$ cat src/rtl/serial_frame_tx.sv
// serial_frame_tx: serial frame transmitter for the one-bit "11" detector link.
// Accepts a parallel word over valid/ready and emits PRE_PAT (MSB-first),
// then the payload MSB-first, then GAP_LEN idle zeros.
// Optional feature macro: SERIAL_FRAME_TX_PARITY_EN adds one even-parity bit
// after the payload (PAR state). Without it there is no parity logic at all.
//
// Handshake: a word transfers on a rising edge where tx_valid && tx_ready;
// tx_ready is high only in IDLE, so tx_valid/tx_data are ignored elsewhere.
// All outputs are flops fed from the next-state values, so they change
// exactly at the edge that enters a state.
module serial_frame_tx #(
    parameter int                   DATA_W  = 8,
    parameter int                   PRE_LEN = 2,
    parameter logic [PRE_LEN-1:0]   PRE_PAT = 2'b11,
    parameter int                   GAP_LEN = 2
) (
    input  logic              clk,
    input  logic              reset,
    input  logic [DATA_W-1:0] tx_data,
    input  logic              tx_valid,
    output logic              tx_ready,
    output logic              out_bit,
    output logic              out_valid,
    output logic              busy,
    output logic              frame_done
);

    localparam int MAX_A   = (PRE_LEN > DATA_W) ? PRE_LEN : DATA_W;
    localparam int MAX_LEN = (MAX_A > GAP_LEN) ? MAX_A : GAP_LEN;
    localparam int CNT_W   = $clog2(MAX_LEN) + 1;
    localparam int FRAME_W = PRE_LEN + DATA_W;

    localparam logic [CNT_W-1:0] PRE_LAST  = CNT_W'(PRE_LEN - 1);
    localparam logic [CNT_W-1:0] DATA_LAST = CNT_W'(DATA_W - 1);
    localparam logic [CNT_W-1:0] GAP_LAST  = CNT_W'(GAP_LEN - 1);
    localparam logic [CNT_W-1:0] CNT_ONE   = CNT_W'(1);

`ifdef SERIAL_FRAME_TX_PARITY_EN
    typedef enum logic [2:0] {
        ST_IDLE = 3'd0,
        ST_PRE  = 3'd1,
        ST_DATA = 3'd2,
        ST_PAR  = 3'd3,
        ST_GAP  = 3'd4
    } state_t;
`else
    typedef enum logic [2:0] {
        ST_IDLE = 3'd0,
        ST_PRE  = 3'd1,
        ST_DATA = 3'd2,
        ST_GAP  = 3'd4
    } state_t;
`endif

    // Current state is kept as a named register so checkers can bind to it.
    state_t              state, state_d;
    logic [CNT_W-1:0]    cnt, cnt_d;
    // Marker and payload share one shift register: its MSB is the line bit
    // throughout PRE and DATA, so no variable indexing is needed.
    logic [FRAME_W-1:0]  shreg, shreg_d;
`ifdef SERIAL_FRAME_TX_PARITY_EN
    logic                parity, parity_d;
`endif

    logic tx_ready_d, out_bit_d, out_valid_d, busy_d, frame_done_d;

    // State register: sequencing state, bit counter and frame shift register.
    always_ff @(posedge clk) begin
        if (reset) begin
            state <= ST_IDLE;
            cnt   <= '0;
            shreg <= '0;
`ifdef SERIAL_FRAME_TX_PARITY_EN
            parity <= 1'b0;
`endif
        end else begin
            state <= state_d;
            cnt   <= cnt_d;
            shreg <= shreg_d;
`ifdef SERIAL_FRAME_TX_PARITY_EN
            parity <= parity_d;
`endif
        end
    end

    // Next-state logic: walk IDLE -> PRE -> DATA -> [PAR] -> GAP -> IDLE.
    always_comb begin
        state_d = state;
        cnt_d   = cnt;
        shreg_d = shreg;
`ifdef SERIAL_FRAME_TX_PARITY_EN
        parity_d = parity;
`endif
        case (state)
            ST_IDLE: begin
                // tx_ready is high whenever the state is IDLE.
                if (tx_valid) begin
                    state_d = ST_PRE;
                    cnt_d   = '0;
                    shreg_d = {PRE_PAT, tx_data};
`ifdef SERIAL_FRAME_TX_PARITY_EN
                    parity_d = ^tx_data;
`endif
                end
            end
            ST_PRE: begin
                shreg_d = shreg << 1;
                if (cnt == PRE_LAST) begin
                    state_d = ST_DATA;
                    cnt_d   = '0;
                end else begin
                    cnt_d = cnt + CNT_ONE;
                end
            end
            ST_DATA: begin
                shreg_d = shreg << 1;
                if (cnt == DATA_LAST) begin
`ifdef SERIAL_FRAME_TX_PARITY_EN
                    state_d = ST_PAR;
`else
                    state_d = ST_GAP;
`endif
                    cnt_d = '0;
                end else begin
                    cnt_d = cnt + CNT_ONE;
                end
            end
`ifdef SERIAL_FRAME_TX_PARITY_EN
            ST_PAR: begin
                state_d = ST_GAP;
                cnt_d   = '0;
            end
`endif
            ST_GAP: begin
                if (cnt == GAP_LAST) begin
                    state_d = ST_IDLE;
                    cnt_d   = '0;
                end else begin
                    cnt_d = cnt + CNT_ONE;
                end
            end
            default: begin
                state_d = ST_IDLE;
                cnt_d   = '0;
            end
        endcase
    end

    // Output decode from the next state, so the flops below hold the values
    // that belong to the state being entered.
    always_comb begin
        tx_ready_d   = 1'b0;
        busy_d       = 1'b1;
        out_valid_d  = 1'b0;
        out_bit_d    = 1'b0;
        frame_done_d = 1'b0;
        case (state_d)
            ST_IDLE: begin
                tx_ready_d = 1'b1;
                busy_d     = 1'b0;
            end
            ST_PRE, ST_DATA: begin
                out_valid_d = 1'b1;
                out_bit_d   = shreg_d[FRAME_W-1];
            end
`ifdef SERIAL_FRAME_TX_PARITY_EN
            ST_PAR: begin
                out_valid_d = 1'b1;
                out_bit_d   = parity_d;
            end
`endif
            ST_GAP: begin
                // Pulse only on entry into GAP, where the counter restarts.
                frame_done_d = (cnt_d == '0);
            end
            default: begin
                tx_ready_d = 1'b0;
            end
        endcase
    end

    // Output register: every port is driven straight from a flop.
    always_ff @(posedge clk) begin
        if (reset) begin
            tx_ready   <= 1'b1;
            out_bit    <= 1'b0;
            out_valid  <= 1'b0;
            busy       <= 1'b0;
            frame_done <= 1'b0;
        end else begin
            tx_ready   <= tx_ready_d;
            out_bit    <= out_bit_d;
            out_valid  <= out_valid_d;
            busy       <= busy_d;
            frame_done <= frame_done_d;
        end
    end

endmodule

$ cat config.mk
export PLATFORM = sky130hd
export DESIGN_NAME = serial_frame_tx
export DESIGN_NICKNAME = d
export VERILOG_FILES = /design/src/rtl/serial_frame_tx.sv
export SDC_FILE = /design/constraint.sdc
export NUM_CORES = 1
export LEC_CHECK = 0
export CORE_MARGIN = 10
export CORE_UTILIZATION = 45
export CTS_CLUSTER_DIAMETER = 30
export DETAILED_ROUTE_END_ITERATION = 16
export HOLD_SLACK_MARGIN = 0.1
export PLACE_DENSITY = 0.7
export SETUP_SLACK_MARGIN = 0.4
export SYNTH_ARGS = -nofsm -noshare
export SYNTH_HDL_FRONTEND = slang
export SYNTH_SLANG_ARGS = --single-unit
$ cat constraint.sdc
create_clock -name clk -period 1.4 [get_ports clk]
set_input_delay 0.21 -clock clk [delete_from_list [all_inputs] [get_ports clk]]
set_output_delay 0.21 -clock clk [all_outputs]
set_load 0.01 [all_outputs]
==> impl_metrics.toml <==
[outcome]
status = "finished, violations left"
violations = "setup timing"

[critical_path]
required_ns = 1.66
cp-start-kind = "register"
cp_max_fo = 8
path_delay_family = "simple AND/OR/NAND/NOR gates"
path_cells = "or4_4 > a21boi_2 > a22o_1 > nor2b_4"
setup.worst_path.class = "register to register"
crit_buf_inv = 0
critPathSlowestCell = "or4_4"
cp.arrival_ns = 1.71
end_kind = "register"
cpPeakStageDelay_ns = 0.55

[grt]
grt_pass1_vias = 1045
grt_max_degree = 14
overflow = 0
grt_pass1_wl_mm = 4.99
grt.total_usage = 0.138
antenna_found_initial = 0

[worst_hold_path]
hold_class = "input pin to register"

[placed_design]
dp_hpwl_mm = 1.88
io_buffers = 15
gp_congestion = 0.800
placed_cells = 170

[drt]
drt_iter0_drc = 60
drc_errors = 0
wl_met2_mm = 1.57
top_layer_used = "met4"
wl_per_cell_microns = 17.3
wl_met3_microns = 181
first_pass_iters = 4
route.vias.total = 1069
met1Wirelength_mm = 1.41
routed_wl_mm = 3.23
vias_per_cell = 5.72
ant_nets = 0

[layout]
drive_above_1_share = 0.509
area_growth_pct = 56.3
fin_util = 0.747
final-instance-count-excl-fill = 187
nNetsFinal = 173
layout_common_cells = "buf_4, dfxtp_1, a21oi_1, clkdlybuf4s50_1"
antenna_cells = 0
final_common_cell = "buf_4"

[sta]
rsz0062_at_grt = "yes"
finalCritPeriodShare = 1.04
whs_ns = 0.460
drv_slew = 0
hold_violations = 0
slew_headroom = 0.732
worst_pin_slew_ns = 0.399
skew_ns = 0.000643
min_period_ns = 1.45
setup_viol_count_final = 8
max_freq_ghz = 0.687
fin_ws_ns = -0.0548

[synthesis]
yosys_warnings = 0
ys_seq_area_frac = 0.409
synthCells = 121
synth_fp_nets = 134
syn_area_sq_um = 1080
synth.distinct_cells = 40
ys_seq_elements = 22
syn-mean-instance-area_sq_um = 8.90

[clock_network]
cts_buffers = 3
path_clk_slew_ns = 0.12
ctsLongestPathBuffers = 2
h-tree-depth = 1
cts.root.buffer_cell = "clkbuf_4"
cts.sinks = 22
clkLatencyLatePin_ns = 0.31
cts_tree = "done"

[floorplanning]
dieArea_sq_um = 4750
ios = 16
die_y_microns = 68.9
rows = 17
core-area_sq_um = 2250
die_x_microns = 68.9
start_util = 0.478

[power_and_ir_drop]
peakVddDrop_uv = 704
powerDensity_nw_per_um2 = 947
leakage_nw = 0.670

[run]
cap_violations = 0
## stage by stage
step                area [sq um]  setup slack (ns)  total power, mW  setup TNS (ns)
global route                1680            -0.114             1.67           -1.06
floorplan                   1160            0.0204            0.959               0
finish                      1680           -0.0548             1.59          -0.283
global placement            1400            -0.248             1.09           -1.99
detailed placement          1400            -0.292             1.10           -2.21
CTS                         1610           -0.0251             1.55         -0.0309
## path summary, 6_finish.rpt
check | startpoint | depth (start not counted) | end | slack, ns
setup / recovery | state[1] | 4 | cnt[2] | -0.05
hold reg to reg | shreg[7] | 2 | shreg[8] | 0.49
setup reg to reg | state[1] | 4 | cnt[2] | -0.05
hold / removal | tx_data[0] | 3 | shreg[0] | 0.46
## layout make-up
cell class / count / area (sq um)
Timing Repair Buffer: 40 / 349
Clock buffer: 4 / 36.3
Multi-Input combinational cell: 88 / 782
Sequential cell: 22 / 463
Tap cell: 28 / 35.0
Fill cell: 155 / 571
Inverter: 5 / 18.8
## worst min-delay path, delay by kind of cell
kind,cells,cell delay [ns]
AO/OA/AOI/OAI,1,0.05
AND/OR/NAND/NOR,1,0.07
buffers and inverters,1,0.41
## where the power goes
group / switching, mW / internal (mW)
logic: 0.235 / 0.282
clock network: 0.198 / 0.159
registers: 0.0454 / 0.677
total: 0.478 / 1.12
## cell usage after synthesis (all sizes together)
cell type  number  share of area
dfxtp          22           0.41
a21oi          15          0.070
nand2          14          0.049
a22oi           6          0.042
buf             5          0.024
inv             5          0.017
nor2            5          0.024
nand3b          4          0.028
o21ai           3          0.014
or3b            3          0.024
a211o           2          0.016
a211oi          2          0.014
a21boi          2          0.014
and2            2          0.012
clkbuf          2         0.0070
ha              2          0.023
nand3           2         0.0093
nor2b           2          0.012
nor3            2         0.0093
nor3b           2          0.014
nor4b           2          0.030
nor4bb          2          0.019
o22ai           2          0.012
xor2            2          0.016
a21bo           1         0.0093
a21o            1         0.0070
a22o            1         0.0081
a2bb2oi         1         0.0081
a32oi           1         0.0081
mux2i           1         0.0093
nor4            1         0.0058
o211ai          1         0.0070
o21bai          1         0.0070
or4             1         0.0070
xnor2           1          0.015
## registers in the layout, indices dropped and copies added, names as in the netlist
signal      count
busy            1
cnt             4
frame_done      1
out_bit         1
out_valid       1
shreg          10
state           3
tx_ready        1
## layer usage
| metal | vias to the layer above | global-route usage |
|---|---|---|
| li1 | 515 | - |
| met1 | 510 | 0.161 |
| met2 | 36 | 0.228 |
| met3 | 8 | 0.0419 |
| met4 | 0 | 0.0591 |
| met5 | - | 0 |
## logic make-up (layout without fill, tap and decap cells)
group	count (synthesis)	after routing	share of synthesized area
AND/OR/NAND/NOR	42	43	0.243
AO/OA/AOI/OAI	39	39	0.236
adder cells (fa/ha/maj)	2	2	0.0232
buffers and inverters	12	49	0.0488
multiplexers	1	1	0.00929
flip-flops	22	22	0.409
XOR/XNOR	3	3	0.0314
## repair_timing
action                                  in CTS  in global routing
endpoints found under the setup margin      27                 27
hold buffers                                 0                  0
gates resized for setup                     49                 15
setup buffers                               10                  2
cloned                                       1                  0
pin swaps                                   23                  8
Note: power is estimated with default switching activity, not from simulation.
